--- config.mk ---
export PLATFORM = sky130hd
export DESIGN_NAME = ps2_direction_decoder
export DESIGN_NICKNAME = d
export VERILOG_FILES = /design/src/rtl/ps2_direction_decoder.sv
export SDC_FILE = /design/constraint.sdc
export NUM_CORES = 1
export LEC_CHECK = 0
export CORE_MARGIN = 4
export CORE_UTILIZATION = 36
export CTS_CLUSTER_SIZE = 30
export DETAILED_ROUTE_END_ITERATION = 10
export PLACE_DENSITY = 0.6
export SETUP_SLACK_MARGIN = 0.3
export SYNTH_ARGS = -nofsm -noshare
export SYNTH_HDL_FRONTEND = slang
export SYNTH_SLANG_ARGS = --single-unit
--- constraint.sdc ---
create_clock -name clk -period 3.3 [get_ports clk]
set_input_delay 0.825 -clock clk [delete_from_list [all_inputs] [get_ports clk]]
set_output_delay 0.825 -clock clk [all_outputs]
set_load 0.01 [all_outputs]
--- src/rtl/ps2_direction_decoder.sv ---
// PS/2 keyboard receiver: input conditioning, framed byte capture with parity/stop/timeout
// checking, and E0/F0-aware decoding of make-codes into direction/start/pause events.
module ps2_direction_decoder #(
  parameter int unsigned FILTER_LEN     = 8,
  parameter int unsigned TIMEOUT_CYCLES = 200_000
) (
  input  logic       clk,
  input  logic       reset_n,
  input  logic       ps2_clk,
  input  logic       ps2_data,
  output logic [7:0] key_code,
  output logic       key_valid,
  output logic [1:0] dir_out,
  output logic       dir_valid,
  output logic       start_pulse,
  output logic       pause_pulse,
  output logic       frame_err
);

  localparam int unsigned FW = $clog2(FILTER_LEN + 1);
  localparam int unsigned TW = $clog2(TIMEOUT_CYCLES + 1);

  typedef enum logic [1:0] {IDLE, DATA, PARITY, STOP} state_t;

  logic          clk_s1, clk_s2, data_s1, data_s2;
  logic          clk_filt;
  logic [FW-1:0] filt_cnt;
  logic          filt_flip, fall_evt;

  state_t        state_q, state_d;
  logic [7:0]    shift_q, shift_d;
  logic [2:0]    bit_cnt_q, bit_cnt_d;
  logic          par_q, par_d;
  logic [TW-1:0] tmo_q, tmo_d;
  logic          good_d, bad_d;

  logic          ext, brk;
  logic          map_hit, map_start, map_pause;
  logic [1:0]    map_dir;

  always_ff @(posedge clk or negedge reset_n) begin
    if (!reset_n) begin
      clk_s1  <= 1'b1;
      clk_s2  <= 1'b1;
      data_s1 <= 1'b1;
      data_s2 <= 1'b1;
    end else begin
      clk_s1  <= ps2_clk;
      clk_s2  <= clk_s1;
      data_s1 <= ps2_data;
      data_s2 <= data_s1;
    end
  end

  // Counter tracks how long the synchronized clock has disagreed with the filtered level;
  // the FILTER_LEN-th disagreeing sample flips the filter.
  assign filt_flip = (clk_s2 != clk_filt) && (filt_cnt == FW'(FILTER_LEN - 1));
  assign fall_evt  = filt_flip && clk_filt;

  always_ff @(posedge clk or negedge reset_n) begin
    if (!reset_n) begin
      clk_filt <= 1'b1;
      filt_cnt <= '0;
    end else if (clk_s2 == clk_filt) begin
      filt_cnt <= '0;
    end else if (filt_flip) begin
      clk_filt <= clk_s2;
      filt_cnt <= '0;
    end else begin
      filt_cnt <= filt_cnt + FW'(1);
    end
  end

  always_ff @(posedge clk or negedge reset_n) begin
    if (!reset_n) begin
      state_q   <= IDLE;
      shift_q   <= '0;
      bit_cnt_q <= '0;
      par_q     <= 1'b0;
      tmo_q     <= '0;
    end else begin
      state_q   <= state_d;
      shift_q   <= shift_d;
      bit_cnt_q <= bit_cnt_d;
      par_q     <= par_d;
      tmo_q     <= tmo_d;
    end
  end

  always_comb begin
    state_d   = state_q;
    shift_d   = shift_q;
    bit_cnt_d = bit_cnt_q;
    par_d     = par_q;
    tmo_d     = tmo_q;
    good_d    = 1'b0;
    bad_d     = 1'b0;
    if (state_q == IDLE) tmo_d = '0;
    if (fall_evt) begin
      tmo_d = '0;
      case (state_q)
        IDLE: begin
          if (!data_s2) begin
            state_d   = DATA;
            bit_cnt_d = '0;
            shift_d   = '0;
          end
        end
        DATA: begin
          shift_d   = {data_s2, shift_q[7:1]};
          bit_cnt_d = bit_cnt_q + 3'd1;
          if (bit_cnt_q == 3'd7) state_d = PARITY;
        end
        PARITY: begin
          par_d   = data_s2;
          state_d = STOP;
        end
        STOP: begin
          state_d = IDLE;
          if (((^shift_q) ^ par_q) && data_s2) good_d = 1'b1;
          else                                 bad_d  = 1'b1;
        end
        default: state_d = IDLE;
      endcase
    end else if (state_q != IDLE) begin
      // A fall_evt in the same cycle takes the branch above, so it always beats the timeout.
      if (tmo_q == TW'(TIMEOUT_CYCLES - 1)) begin
        tmo_d   = '0;
        state_d = IDLE;
        bad_d   = 1'b1;
      end else begin
        tmo_d = tmo_q + TW'(1);
      end
    end
  end

  always_ff @(posedge clk or negedge reset_n) begin
    if (!reset_n) begin
      key_code  <= '0;
      key_valid <= 1'b0;
      frame_err <= 1'b0;
    end else begin
      key_valid <= good_d;
      frame_err <= bad_d;
      if (good_d) key_code <= shift_q;
    end
  end

  always_comb begin
    map_hit   = 1'b0;
    map_dir   = 2'b00;
    map_start = 1'b0;
    map_pause = 1'b0;
    if (ext) begin
      case (key_code)
        8'h75: begin map_hit = 1'b1; map_dir = 2'b00; end
        8'h72: begin map_hit = 1'b1; map_dir = 2'b01; end
        8'h6B: begin map_hit = 1'b1; map_dir = 2'b10; end
        8'h74: begin map_hit = 1'b1; map_dir = 2'b11; end
        default: ;
      endcase
    end else begin
      case (key_code)
        8'h1D: begin map_hit = 1'b1; map_dir = 2'b00; end
        8'h1B: begin map_hit = 1'b1; map_dir = 2'b01; end
        8'h1C: begin map_hit = 1'b1; map_dir = 2'b10; end
        8'h23: begin map_hit = 1'b1; map_dir = 2'b11; end
        8'h29: map_start = 1'b1;
        8'h4D: map_pause = 1'b1;
        default: ;
      endcase
    end
  end

  always_ff @(posedge clk or negedge reset_n) begin
    if (!reset_n) begin
      ext         <= 1'b0;
      brk         <= 1'b0;
      dir_out     <= 2'b11;
      dir_valid   <= 1'b0;
      start_pulse <= 1'b0;
      pause_pulse <= 1'b0;
    end else begin
      dir_valid   <= 1'b0;
      start_pulse <= 1'b0;
      pause_pulse <= 1'b0;
      if (key_valid) begin
        if (key_code == 8'hE0) begin
          ext <= 1'b1;
        end else if (key_code == 8'hF0) begin
          brk <= 1'b1;
        end else begin
          ext <= 1'b0;
          brk <= 1'b0;
          if (!brk) begin
            if (map_hit) begin
              dir_out   <= map_dir;
              dir_valid <= 1'b1;
            end
            start_pulse <= map_start;
            pause_pulse <= map_pause;
          end
        end
      end
    end
  end

endmodule

**Word-level counts from Yosys, hierarchy flattened**

Cells that the tools add are included.

- Bits in registers: 58
- Output and inout bits: 15
- Word-level logic and storage cells: 121

- Add/subtract/negate cells: 3
- Equal/unequal tests: 24
- Muxes and demuxes: 50
- Bitwise gates (word level): 5
- Reductions and logical operators: 19

Operators by type and width:

| operator | count |
|---|---|
| 18-bit two-way mux | 4 |
| 8-bit by 7-bit equality test with 1-bit output, second input constant | 5 |
| 1-bit two-way mux | 31 |
| 8-bit by 5-bit equality test with 1-bit output, second input constant | 3 |
| 18-bit by 1-bit adder with 18-bit output, second input constant | 1 |
| 18-bit equality test, second input constant | 1 |
| 8-bit by 6-bit equality test with 1-bit output, second input constant | 2 |
| 8-bit equality test, second input constant | 2 |
| 8-bit case mux with 2 select lines | 1 |
| 2-bit two-way mux | 6 |
| 2-bit case mux with 3 select lines | 2 |
| 4-bit two-way mux | 2 |
| 8-bit two-way mux | 1 |
| 2-bit case mux with 4 select lines | 1 |
| 2-bit AND reduction | 4 |
| 2-bit nonzero test | 4 |
| 4-bit OR reduction | 2 |
| 8-bit parity | 1 |
| 3-bit != test, second input constant | 2 |
| 3-bit case mux with 2 select lines | 1 |
| 5-bit AND reduction | 1 |
| 4-bit by 1-bit adder with 4-bit output, second input constant | 1 |
| 2-bit equality test, second input constant | 2 |
| 4-bit by 3-bit equality test with 1-bit output, second input constant | 1 |
| other kinds (14) | 20 |

**Longest topological paths before layout**

- Word-level depth: 9
- Gate-level depth with buffers: 9
- Mapped depth without buffers: 7

**Worst setup path after synthesis**

OpenSTA, ideal clock, no wires.

- Kind: register to register
- Start point: register key_code[5]
- End point: register dir_out[0]
- Arrival time: 1.853 ns
- Data required time: 3.218 ns
- Slack: 1.365 ns
- Stages on the path, launching flop included: 7
- Buffers on the path: 1
- Cell sequence: dfrtp_1 -> clkbuf_2 -> nand2b_1 -> nor4_2 -> a21oi_1 -> a2111oi_4 -> mux2_2

- Longest elaborated chain between the ends: 5

Ends and longest elaborated chain:

| element | RTL line | source |
|---|---|---|
| from (decl) | 11 | `output logic [7:0] key_code,` |
| from (signal assigned) | 145 | `if (good_d) key_code <= shift_q;` |
| 8-bit by 6-bit equality test with 1-bit output (tied with other cells) | 163 | `case (key_code)` |
| 4-bit OR reduction (no source line) | - |  |
| 1-bit two-way mux, on equally long branches | 163, 155 |  |
| 1-bit two-way mux | 154 | `if (ext) begin` |
| 5-bit AND reduction (no source line) | - |  |
| to (signal assigned) | 197 | `dir_out <= map_dir;` |
| to (decl) | 13 | `output logic [1:0] dir_out,` |

Several ways; a longest one is shown, not always the timed one.
A chain may end at the register's enable or synchronous reset.

**Worst setup path after layout**

- Start point: register key_code[2]
- End point: output port key_code[2]

No word-level cell between the ends.

==> flow_summary.toml <==
[setup_path]
worst-path-buf-inv = 1
crit_fanout = 10
cpMaxStageDelayCell = "clkdlybuf4s50_1"
r2r-start = "filt_cnt[0]"
start_kind = "flip-flop"
arrival_ps = 1450
worst-setup-path-type = "flip-flop to output port"
crit_path_end_kind = "output port"
path_cells = "clkdlybuf4s50_1"
critPathTopFamily = "buffers and inverters"
crit_start = "key_code[2]"
required_ps = 2470
slowest_delay_ps = 600

[pwr]
peakVddDrop_mv = 0.216
sequentialPowerShare = 0.511
combPwrFrac = 0.045
switching_power_mw = 0.322
p_int_mw = 1.16
switching_share = 0.217
pwr-share-clk = 0.443
p_leak_nw = 1.40
power_density_nw_per_um2 = 449

[synth]
synth-seq-cells = 58
synth_cell_types = 52
synth_edf_count = 0
async_flop_share = 1.00
synth_area_um2 = 2820
synthFlopType = "dfrtp_1"
syn_nets = 267
avgSynthCellArea_um2 = 11.0
ys_seq_area_frac = 0.519
synthCells = 255
yosys_warnings = 0

[sta]
final-hold-violation-count = 0
worst_pin_slew_ps = 949
rsz0062_at_grt = "false"
post-route-period-util = 0.691
fin_setup_tns_ps = 0
drv_slew = 0
clock-skew-final_ps = 5.31
timing.final.crit_period_ps = 2280
slew-limit-headroom = 0.367
setup_viol = 0
clock.fmax_mhz = 439

[routing]
num_vias = 1972
wl_met2_um = 2460
routedWlPerCell_um = 13.8
routed_via_density = 5.15
drt-met1-wl_um = 2410
dr.pass1.iters = 4
ant_nets = 0
drtIter0Drc = 99
wl_um = 5280
highest_layer = "met4"
wl_met3_um = 309
drc_errors = 0

[floorplanning]
initial_core_util = 0.380
placementRows = 31
fp.coreArea_um2 = 7410
ios = 19
dieArea_um2 = 9300
die_x_um = 96.4
die_y_um = 96.4

[clock_tree]
root_buffer = "clkbuf_8"
cts_buffer_depth = 2
htree_levels = 3
cts-resized-gates = 0
path_clk_slew_ps = 60
cts_tree = "yes"
postCtsHoldBufs = 0
cts_buffers = 9
clk-insertion-delay-late_ps = 340
post-cts-setup-buffers = 0
cts_sinks = 58

[grt]
grt_antenna_before_repair = 0
overflow = 0
grt_max_degree = 44
grt_util_all_layers = 0.132
grt_pass1_wl_um = 9250
grt_pass1_vias = 2004

[layout]
diodes = 0
area_growth_pct = 17.1
layout-drive-gt1-share = 0.151
n_fill_cell = 706
fin_nets = 291
fin_area_um2 = 3300

[placement]
place.gp.congestion = 0.878
io_buffers = 18
dpl_cell_area_um2 = 3100
dpl.hpwl_um = 3600

[worst_hold_path]
hp-start = "clk_s1"
hold_path_class = "flip-flop to flip-flop"

[run]
max_cap_viol_count = 0

[status]
status = "finished clean"
[layer usage]
metal,up-vias,track usage
met5,-,0
met4,0,0.0502
met3,10,0.0542
met2,53,0.204
met1,960,0.167
li1,949,-
[cells in the final DEF (no fill, tap or decap), types with 2 or more instances in the layout]
cell and instances:
dfstp_2 7, o21ai_0 5, nand3_1 10, nor2_1 29, xnor2_1 10, clkbuf_1 3, clkdlybuf4s50_1 17, mux2_2 13
nor3_1 9, ha_1 8, nand4_1 5, nor2b_1 3, inv_1 11, nand2_1 18, xor2_1 12, buf_4 2
and4_1 2, dfrtp_1 51, clkbuf_8 11, nand2b_1 5, and3_1 2, a21oi_1 9, a22o_1 9
[worst register-to-register path, cell delays in order (launching register included)]
cell and delay (ps):
dfrtp_1 370, ha_1 210, and3b_1 260, and2_1 360, nand2_1 120, nor2_1 520
mux2_2 280
[synthesized netlist by cell type (2+ instances only)]
cell type	n	area, um2
and3_1	2	12.5
dfstp_2	7	184
a21oi_1	9	45.0
and4_1	2	17.5
xnor2_1	10	87.6
inv_1	11	41.3
nand2_1	18	67.6
nand2b_1	5	31.3
clkbuf_1	3	11.3
dfrtp_1	51	1280
nor2b_1	3	18.8
buf_2	3	15.0
ha_1	8	100
mux2_2	13	146
nand3_1	10	50.1
o21ai_0	5	25.0
xor2_1	12	105
nand4_1	5	31.3
a22o_1	9	78.8
nor2_1	29	109
nor3_1	9	45.0
[cells by family after synthesis]
family,after synthesis,synth area share
xor+xnor,24,0.0822
mux,14,0.0556
flops,58,0.519
fa+ha+maj,8,0.0356
compound gates,37,0.102
simple gates,96,0.180
buf+inv,18,0.0258
[state kept, by name (all words and copies together) (netlist names), 2 cells and up]
name / cells
shift_q: 8
state_q: 2
tmo_q: 18
bit_cnt_q: 3
key_code: 8
dir_out: 2
filt_cnt: 4
[worst paths after layout]
check                                     to  slack [ps]  depth (start not counted)
max in group asynchronous          tmo_q[12]        1960                          2
worst max register to register  bit_cnt_q[0]        1130                          6
worst min register to register        clk_s2         360                          0
worst min-delay path                  clk_s2         360                          0
worst max-delay path             key_code[2]        1020                          1
min in group asynchronous        key_code[2]         630                          1
[per-stage QoR]
| stage | hold WS (ps) | utilization | power [mW] | setup slack (ps) | std cells |
|---|---|---|---|---|---|
| floorplan | 345 | - | 0.808 | 1360 | 255 |
| global placement | 346 | 0.418 | 0.836 | 1190 | 367 |
| detailed placement | 349 | 0.418 | 0.839 | 1140 | 367 |
| CTS | 359 | 0.445 | 1.51 | 990 | 383 |
| global route | 362 | 0.445 | 1.55 | 954 | 383 |
| finish | 357 | 0.445 | 1.48 | 1020 | 383 |
[power by group through the flow]
stage / combinational (mW) / sequential, mW / clock, mW
global placement: 0.0687 / 0.768 / 0
detailed placement: 0.0696 / 0.770 / 0
global route: 0.0796 / 0.760 / 0.714
floorplan: 0.0425 / 0.766 / 0
finish: 0.0671 / 0.757 / 0.657
CTS: 0.0696 / 0.757 / 0.682
[area by class of cell]
| class | instances | area, um2 | area share |
|---|---|---|---|
| Tap cell | 99 | 124 | 0.0376 |
| Timing Repair Buffer | 20 | 190 | 0.0577 |
| Sequential cell | 58 | 1460 | 0.443 |
| Multi-Input combinational cell | 179 | 1280 | 0.389 |
| Clock buffer | 14 | 163 | 0.0494 |
| Clock inverter | 2 | 35.0 | 0.0106 |
| Inverter | 11 | 41.3 | 0.0125 |
Note: power is estimated with default switching activity, not from simulation.
